[src/rtl/alu_arbiter_pkg.sv]
// Shared definitions for the two-requester ALU arbiter: ALU op encodings and slot state.
package alu_arbiter_pkg;

    localparam logic [3:0] ALU_ADD  = 4'b0000;
    localparam logic [3:0] ALU_SUB  = 4'b1000;
    localparam logic [3:0] ALU_SLL  = 4'b0001;
    localparam logic [3:0] ALU_SLT  = 4'b0010;
    localparam logic [3:0] ALU_SLTU = 4'b0011;
    localparam logic [3:0] ALU_XOR  = 4'b0100;
    localparam logic [3:0] ALU_SRL  = 4'b0101;
    localparam logic [3:0] ALU_SRA  = 4'b1101;
    localparam logic [3:0] ALU_OR   = 4'b0110;
    localparam logic [3:0] ALU_AND  = 4'b0111;

    typedef enum logic [0:0] {
        ST_EMPTY = 1'b0,
        ST_FULL  = 1'b1
    } slot_state_e;

endpackage

[src/rtl/alu.sv]
// Combinational integer ALU; output forced to zero while held in reset.
module alu
    import alu_arbiter_pkg::*;
#(
    parameter int WIDTH = 32
) (
    input  logic             reset_n,
    input  logic [WIDTH-1:0] op1,
    input  logic [WIDTH-1:0] op2,
    input  logic [3:0]       alu_ctrl,
    output logic [WIDTH-1:0] result,
    output logic             zero
);

    localparam int SHW = $clog2(WIDTH);

    logic [SHW-1:0]   shamt_s;
    logic [WIDTH-1:0] res_s;

    assign shamt_s = op2[SHW-1:0];

    // Operation decode; unknown codes produce zero
    always_comb begin
        res_s = {WIDTH{1'b0}};
        case (alu_ctrl)
            ALU_ADD:  res_s = op1 + op2;
            ALU_SUB:  res_s = op1 - op2;
            ALU_SLL:  res_s = op1 << shamt_s;
            ALU_SLT:  res_s = {{(WIDTH-1){1'b0}}, ($signed(op1) < $signed(op2))};
            ALU_SLTU: res_s = {{(WIDTH-1){1'b0}}, (op1 < op2)};
            ALU_XOR:  res_s = op1 ^ op2;
            ALU_SRL:  res_s = op1 >> shamt_s;
            ALU_SRA:  res_s = $unsigned($signed(op1) >>> shamt_s);
            ALU_OR:   res_s = op1 | op2;
            ALU_AND:  res_s = op1 & op2;
            default:  res_s = {WIDTH{1'b0}};
        endcase
    end

    // Output gating and zero flag
    always_comb begin
        if (reset_n) begin
            result = res_s;
        end else begin
            result = {WIDTH{1'b0}};
        end
        zero = (result == {WIDTH{1'b0}});
    end

endmodule

[src/rtl/alu_arbiter.sv]
// Round-robin arbiter sharing one ALU between two requesters, with a one-entry result slot.
module alu_arbiter
    import alu_arbiter_pkg::*;
#(
    parameter int WIDTH   = 32,
    parameter int NUM_REQ = 2
) (
    input  logic                            clk,
    input  logic                            reset,
    input  logic [NUM_REQ-1:0]              req_valid,
    output logic [NUM_REQ-1:0]              req_ready,
    input  logic [NUM_REQ-1:0][WIDTH-1:0]   req_op1,
    input  logic [NUM_REQ-1:0][WIDTH-1:0]   req_op2,
    input  logic [NUM_REQ-1:0][3:0]         req_alu_ctrl,
    output logic [NUM_REQ-1:0]              rsp_valid,
    input  logic [NUM_REQ-1:0]              rsp_ready,
    output logic [WIDTH-1:0]                rsp_result,
    output logic                            rsp_zero
);

    slot_state_e      state_r;
    logic             owner_r;
    logic             ptr_r;
    logic [1:0]       grant_s;
    logic             sel_s;
    logic             drain_s;
    logic             slot_free_s;
    logic             accept_s;
    logic [WIDTH-1:0] alu_result_s;
    logic             alu_zero_s;

    // Grant depends only on valids and the round-robin pointer
    always_comb begin
        grant_s = 2'b00;
        case (req_valid)
            2'b01:   grant_s = 2'b01;
            2'b10:   grant_s = 2'b10;
            2'b11:   grant_s = ptr_r ? 2'b10 : 2'b01;
            default: grant_s = 2'b00;
        endcase
    end

    // Slot availability and request handshake
    always_comb begin
        sel_s       = grant_s[1];
        drain_s     = (state_r == ST_FULL) && rsp_ready[owner_r];
        slot_free_s = (state_r == ST_EMPTY) || drain_s;
        if (reset) begin
            req_ready = 2'b00;
        end else if (slot_free_s) begin
            req_ready = grant_s;
        end else begin
            req_ready = 2'b00;
        end
        accept_s = |req_ready;
    end

    alu #(.WIDTH(WIDTH)) u_alu (
        .reset_n  (~reset),
        .op1      (req_op1[sel_s]),
        .op2      (req_op2[sel_s]),
        .alu_ctrl (req_alu_ctrl[sel_s]),
        .result   (alu_result_s),
        .zero     (alu_zero_s)
    );

    // Slot, owner and pointer update
    always_ff @(posedge clk) begin
        if (reset) begin
            state_r    <= ST_EMPTY;
            owner_r    <= 1'b0;
            ptr_r      <= 1'b0;
            rsp_valid  <= 2'b00;
            rsp_result <= {WIDTH{1'b0}};
            rsp_zero   <= 1'b0;
        end else if (accept_s) begin
            // A new accept overwrites the slot even if it drains this cycle
            state_r    <= ST_FULL;
            owner_r    <= sel_s;
            ptr_r      <= ~sel_s;
            rsp_valid  <= sel_s ? 2'b10 : 2'b01;
            rsp_result <= alu_result_s;
            rsp_zero   <= alu_zero_s;
        end else if (drain_s) begin
            state_r   <= ST_EMPTY;
            rsp_valid <= 2'b00;
        end else begin
            state_r <= state_r;
        end
    end

endmodule

[config.mk]
export PLATFORM = sky130hd
export DESIGN_NAME = alu_arbiter
export DESIGN_NICKNAME = d
export VERILOG_FILES = /design/src/rtl/alu_arbiter_pkg.sv /design/src/rtl/alu.sv /design/src/rtl/alu_arbiter.sv
export SDC_FILE = /design/constraint.sdc
export NUM_CORES = 1
export LEC_CHECK = 0
export CORE_MARGIN = 2
export CORE_UTILIZATION = 35
export CTS_BUF_LIST = sky130_fd_sc_hd__clkbuf_4 sky130_fd_sc_hd__clkbuf_8
export DETAILED_ROUTE_END_ITERATION = 10
export PLACE_DENSITY = 0.61
export SYNTH_ARGS = -nofsm -noshare
export SYNTH_HDL_FRONTEND = slang
export SYNTH_SLANG_ARGS = --single-unit
export TNS_END_PERCENT = 20
[constraint.sdc]
create_clock -name clk -period 15.7 [get_ports clk]
set_input_delay 3.925 -clock clk [delete_from_list [all_inputs] [get_ports clk]]
set_output_delay 3.925 -clock clk [all_outputs]
set_load 0.01 [all_outputs]
Word level (Yosys, flattened, before mapping). Cells that the tools add are included.

Register bits: 38. Bits of input ports: 142. Output and inout bits: 37. Word-level logic and storage cells: 57.

Add/subtract/negate cells: 2. Magnitude comparators: 4. Eq/ne operators: 12. Shift-type cells: 3. Multiplexer cells: 19. Bitwise operators: 5. Reduce and logical (&&, ||, !) cells: 6.

Operators by type and width (count): one-hot mux 32 bit (10 select lines) (1); two-way mux 32 bit (5); < comparator 32 bit (2); adder 32 bit (1); bitwise AND 32 bit (1); zero test 32 bit (1); OR 32 bit (1); left shift 32 x 5 -> 32 bit (1); >> shifter 32 x 5 -> 32 bit (1); >>> shifter 32 x 5 -> 32 bit (1); subtractor 32 bit (1); bitwise XOR 32 bit (1); equality test 4 x 3 -> 1 bit, second input constant (4); two-way mux 2 bit (6); equality test 4 x 2 -> 1 bit, second input constant (2); equality test 4 bit, second input constant (2); two-way mux 4 bit (2); one-hot mux 2 bit (3 select lines) (1); equality test 2 bit, second input constant (2); equality test 4 x 1 -> 1 bit, second input constant (1); zero test 4 bit (1); < comparator 1 x 2 -> 1 bit, second input constant (2); two-way mux 1 bit (4); equality test 2 x 1 -> 1 bit, second input constant (1); other kinds (5) (6).

Logic depth before layout (Yosys ltp).
Word-level depth: 8. Depth in mapped cells: 26.

Modules after synthesis. From an unflattened synthesis, not the netlist that was laid out.

Cells, all modules: 1759. Area total of the unflattened synthesis: 12320.6 µm².

By module, submodules not included: alu (instances 1, cells each 1510, area an instance 10004.6 µm², sequential area each 0.0 µm²); alu_arbiter (instances 1, cells each 249, area an instance 2316.0 µm², sequential area each 760.7 µm²).

Worst setup path before layout. OpenSTA, ideal clock, no wires.

Path kind: input port to output port. From: input req_valid[1]. To: output req_ready[1]. Arrival: 5.661 ns. Required time: 11.775 ns. Setup slack: 6.114 ns. Stages: 10. Path buffers: 6. Cell sequence: buf_6 inv_1 nor2_2 buf_4 buf_4 buf_4 clkbuf_1 clkbuf_1 nand2_1 inv_1.

Longest elaborated chain between the ends: 4. Elaborated cells on any way between the ends: 6. Classes of those cells: eq/ne (3); mux (3).

RTL lines: start: declaration (line alu_arbiter.sv:10) `input logic [NUM_REQ-1:0] req_valid,`; equality test 2 bit / equality test 2 x 1 -> 1 bit (equally long branches) (line alu_arbiter.sv:35) `case (req_valid)`; one-hot mux 2 bit (3 select lines) (*) (line alu_arbiter.sv:35); two-way mux 2 bit (*) (line alu_arbiter.sv:50) `end else if (slot_free_s) begin`; two-way mux 2 bit (*) (line alu_arbiter.sv:48) `if (reset) begin`; end: declaration (line alu_arbiter.sv:11) `output logic [NUM_REQ-1:0] req_ready,`.

Mark *: on every way between the ends. The rest lies on a longest branch, timed or not.

Worst setup path after layout.
From: input req_valid[0]. To: register rsp_zero.

Longest elaborated chain between the ends: 8. Elaborated cells on any way between the ends: 36. Classes of those cells: add/sub (2); order compare (2); eq/ne (12); shift (3); mux (11); bitwise (3); reduce/logical (3).

RTL lines: equality test 2 bit / equality test 2 x 1 -> 1 bit (equally long branches) (line alu_arbiter.sv:35); one-hot mux 2 bit (3 select lines) (*) (line alu_arbiter.sv:35); two-way mux 32 bit (implied by the code) (tied with other cells) (2 in a row) (line alu_arbiter.sv:60) `.op1 (req_op1[sel_s]),`; subtractor 32 bit (tied with other cells) (line alu.sv:27) `ALU_SUB: res_s = op1 - op2;`; one-hot mux 32 bit (10 select lines) (line alu.sv:25) `case (alu_ctrl)`; two-way mux 32 bit (line alu.sv:42) `if (reset_n) begin`; zero test 32 bit (line alu.sv:47) `zero = (result == {WIDTH{1'b0}});`; end signal: assignment (line alu_arbiter.sv:83) `rsp_zero <= alu_zero_s;`; end: declaration (line alu_arbiter.sv:18) `output logic rsp_zero`.

Mark *: on every way between the ends. The rest lies on a longest branch, timed or not. The select of a mux whose other input is x is not followed. A chain may end at the register's enable or synchronous reset.

==> flow_summary.json <==
{
  "leakage_nw": 6.44,
  "synth_area_per_cell_sq_um": 6.57,
  "cts_sinks": 38,
  "power_density_nw_per_um2": 62.2,
  "hpwlAfterDp_mm": 62.6,
  "post_cts_buffers": 0,
  "num_vias": 17900,
  "net-switching-power_mw": 0.568,
  "fmax_ghz": 0.0948,
  "fin_util_pct": 41.0,
  "drive_gt1_share_pct": 6.88,
  "switching_share_pct": 57.2,
  "ctsHoldBuffers": 0,
  "critPathRequiredTime_ps": 15930,
  "cp.arrival_ps": 10770,
  "cts_made_buffers": 5,
  "die_w_um": 203,
  "syn-cell-area_sq_um": 13900,
  "initialDrtViolationCount": 2245,
  "syn_nets": 2353,
  "clk_root_buffer_cell": "clkbuf_8",
  "ant_nets": 0,
  "viasPerCell": 6.66,
  "htree_num_levels": 2,
  "tns_ps": 0,
  "io_buffers": 178,
  "grt_pass1_wl_mm": 115,
  "grt_pass1_vias": 16500,
  "crit_path_start_kind": "input pin",
  "finalCritPeriodShare_pct": 67.2,
  "setup_viol": 0,
  "cts_tree": "yes",
  "end_kind": "register",
  "drv_cap": 0,
  "gr-usage-met2_pct": 58.1,
  "yosys_most_used_dff": "dfxtp_1",
  "first_pass_iters": 5,
  "hold_slack_ps": 458,
  "die_h_um": 203,
  "die_area_sq_um": 41300,
  "async_reset_ff_share_pct": 0,
  "outcome": "complete, no violations",
  "ff_latch_area_sq_um": 761,
  "peakVddDrop_uv": 48.6,
  "met1_usage_pct": 49.3,
  "clockBufferDepth": 2,
  "cts_resized": 0,
  "skew_ps": 17.7,
  "post_drt_wl_per_cell_um": 29.5,
  "postSynthCellCount": 2112,
  "gr-usage-met3_pct": 5.45,
  "grt_usage_pct": 37.1,
  "grt_max_degree": 144,
  "p_int_mw": 0.425,
  "wl_mm": 79.3,
  "cp_max_fo": 61,
  "ys_types": 99,
  "ys_ff_latch": 38,
  "drv_slew": 0,
  "antenna_found_initial": 2,
  "rsz0062_at_grt": "false",
  "hold_path.class": "register to register",
  "timing.final.ws_setup_ps": 5160,
  "synth_edf_count": 0,
  "ys_seq_area_share_pct": 5.48,
  "rows": 72,
  "critPathKind": "input pin to register",
  "fin_crit_ps": 10540,
  "hold_viol": 0,
  "seqPwrFrac_pct": 10.5,
  "drc": 0,
  "core_sq_um": 38900,
  "grt.busiest_layer": "met2",
  "fill_cells": 4218,
  "gp_congestion": 1.03,
  "slew_headroom_pct": 13.9,
  "pre_cts_ws_ps": 5040,
  "num_io_pins": 179,
  "clkPwrFrac_pct": 10.2,
  "yosys_warnings": 0,
  "start_util_pct": 35.7,
  "combPwrFrac_pct": 79.3,
  "multi_input_area_sq_um": 11900,
  "layout.nets": 2405,
  "overflow": 0,
  "max_slew.worst_pin.slew_ps": 1250,
  "clk-insertion-delay-late_ps": 300,
  "syn_to_final_growth_pct": 15.0,
  "clk_pin_slew_worst_paths_ps": 90
}
-- cell usage in the layout, fill, tap and decap left out, drive strengths merged, types with 34 or more instances in the layout --
| cell | instances |
|---|---|
| a211oi | 57 |
| a21oi | 124 |
| a31oi | 36 |
| buf | 43 |
| clkdlybuf4s50 | 175 |
| dfxtp | 38 |
| ha | 97 |
| inv | 117 |
| mux2i | 108 |
| nand2 | 323 |
| nand2b | 34 |
| nand3 | 59 |
| nand4 | 36 |
| nor2 | 186 |
| nor3 | 48 |
| o211ai | 41 |
| o21ai | 130 |
-- sequential cells by signal, summed over array words and instances (netlist names) --
name and flops:
state_r 1, rsp_zero 1, rsp_valid 2, ptr_r 1, owner_r 1, rsp_result 32
-- cells in the mapped netlist (9+ instances only) --
library cell,number,area (sq um)
a31oi_1,34,213
o211ai_1,40,300
a21oi_1,123,616
o2bb2ai_1,9,78.8
or2_2,10,62.6
nor4_1,11,68.8
nand4_1,36,225
nand2_1,322,1210
a211oi_1,57,428
buf_1,19,71.3
inv_1,114,428
clkbuf_1,78,293
a31o_2,10,87.6
or3_1,13,81.3
a221oi_1,24,210
mux2i_1,108,1080
o21a_1,11,82.6
mux4_2,9,203
o22ai_1,24,150
nor2b_1,31,194
a21o_1,19,143
o21ai_1,9,45.0
a2111oi_0,11,96.3
buf_2,50,250
nor3_1,48,240
a221o_1,17,170
and3_1,11,68.8
nand2b_1,33,206
o31ai_1,20,150
a22oi_1,26,195
o2111ai_1,18,158
xnor2_1,18,158
mux2_2,32,360
o21ai_0,121,606
and2_1,15,93.8
o21bai_1,9,67.6
o221ai_1,22,193
ha_1,97,1210
nand3_1,58,290
nor2_1,183,687
dfxtp_1,38,761
buf_4,18,135
-- worst max-delay path, stage by stage --
cell             delay, ps
clkdlybuf4s50_1        620
nand2b_4               340
nand2_4                580
buf_4                  740
nand2_1                140
nand2_1                160
inv_1                   80
ha_1                   240
fa_1                   430
nand2b_1               180
a211oi_1               530
o41ai_1                210
a31o_2                 340
o211a_1                320
o31ai_1                290
a21oi_1                170
o211ai_1               230
o2111ai_1              210
a2111oi_0              580
nand4_1                200
o31ai_2                200
-- layer usage --
metal	up-vias	wire (um)
met5	-	0
met4	0	4970
met3	180	7310
met2	1062	34400
met1	8658	32600
li1	7970	-
-- metrics by stage --
| stage | area (sq um) | total power [mW] | instances |
|---|---|---|---|
| after floorplan | 13900 | 0.589 | 2112 |
| after global placement | 15800 | 0.863 | 2675 |
| after detailed placement | 15800 | 0.863 | 2675 |
| after CTS | 16000 | 0.966 | 2683 |
| after global routing | 16000 | 1.04 | 2683 |
| final | 16000 | 0.994 | 2684 |
-- path summary, 6_finish.rpt --
check	startpoint	endpoint	slack, ps	cells past startpoint
max reg2reg	ptr_r	rsp_zero	9010	20
max	req_valid[0]	rsp_zero	5160	21
min reg2reg	rsp_valid[1]	rsp_valid[1]	460	2
min	rsp_valid[1]	rsp_valid[1]	460	2
-- final cells by class --
class	instances	area share, %
Antenna cell	1	0.0157
Clock buffer	5	0.431
Clock inverter	3	0.431
Inverter	117	2.75
Multi-Input combinational cell	1784	74.5
Sequential cell	38	4.77
Tap cell	518	4.06
Timing Repair Buffer	218	13.0
-- logic make-up (layout without fill, tap and decap cells) --
group,after synthesis,count (layout),share of synthesized area [%]
buffers and inverters,290,343,9.21
XOR/XNOR,21,21,1.32
AND/OR/NAND/NOR,802,802,26.5
flip-flops,38,38,5.48
adder cells (fa/ha/maj),99,99,9.03
other,0,1,0
AO/OA/AOI/OAI,713,713,36.6
multiplexers,149,149,11.8
-- power by group through the flow --
| stage | combinational (mW) | clock [mW] | sequential (mW) |
|---|---|---|---|
| floorplan | 0.481 | 0 | 0.107 |
| global placement | 0.756 | 0 | 0.106 |
| detailed placement | 0.756 | 0 | 0.107 |
| CTS | 0.759 | 0.102 | 0.104 |
| global route | 0.829 | 0.107 | 0.105 |
| finish | 0.788 | 0.102 | 0.104 |
(Power assumes the default switching activity.)
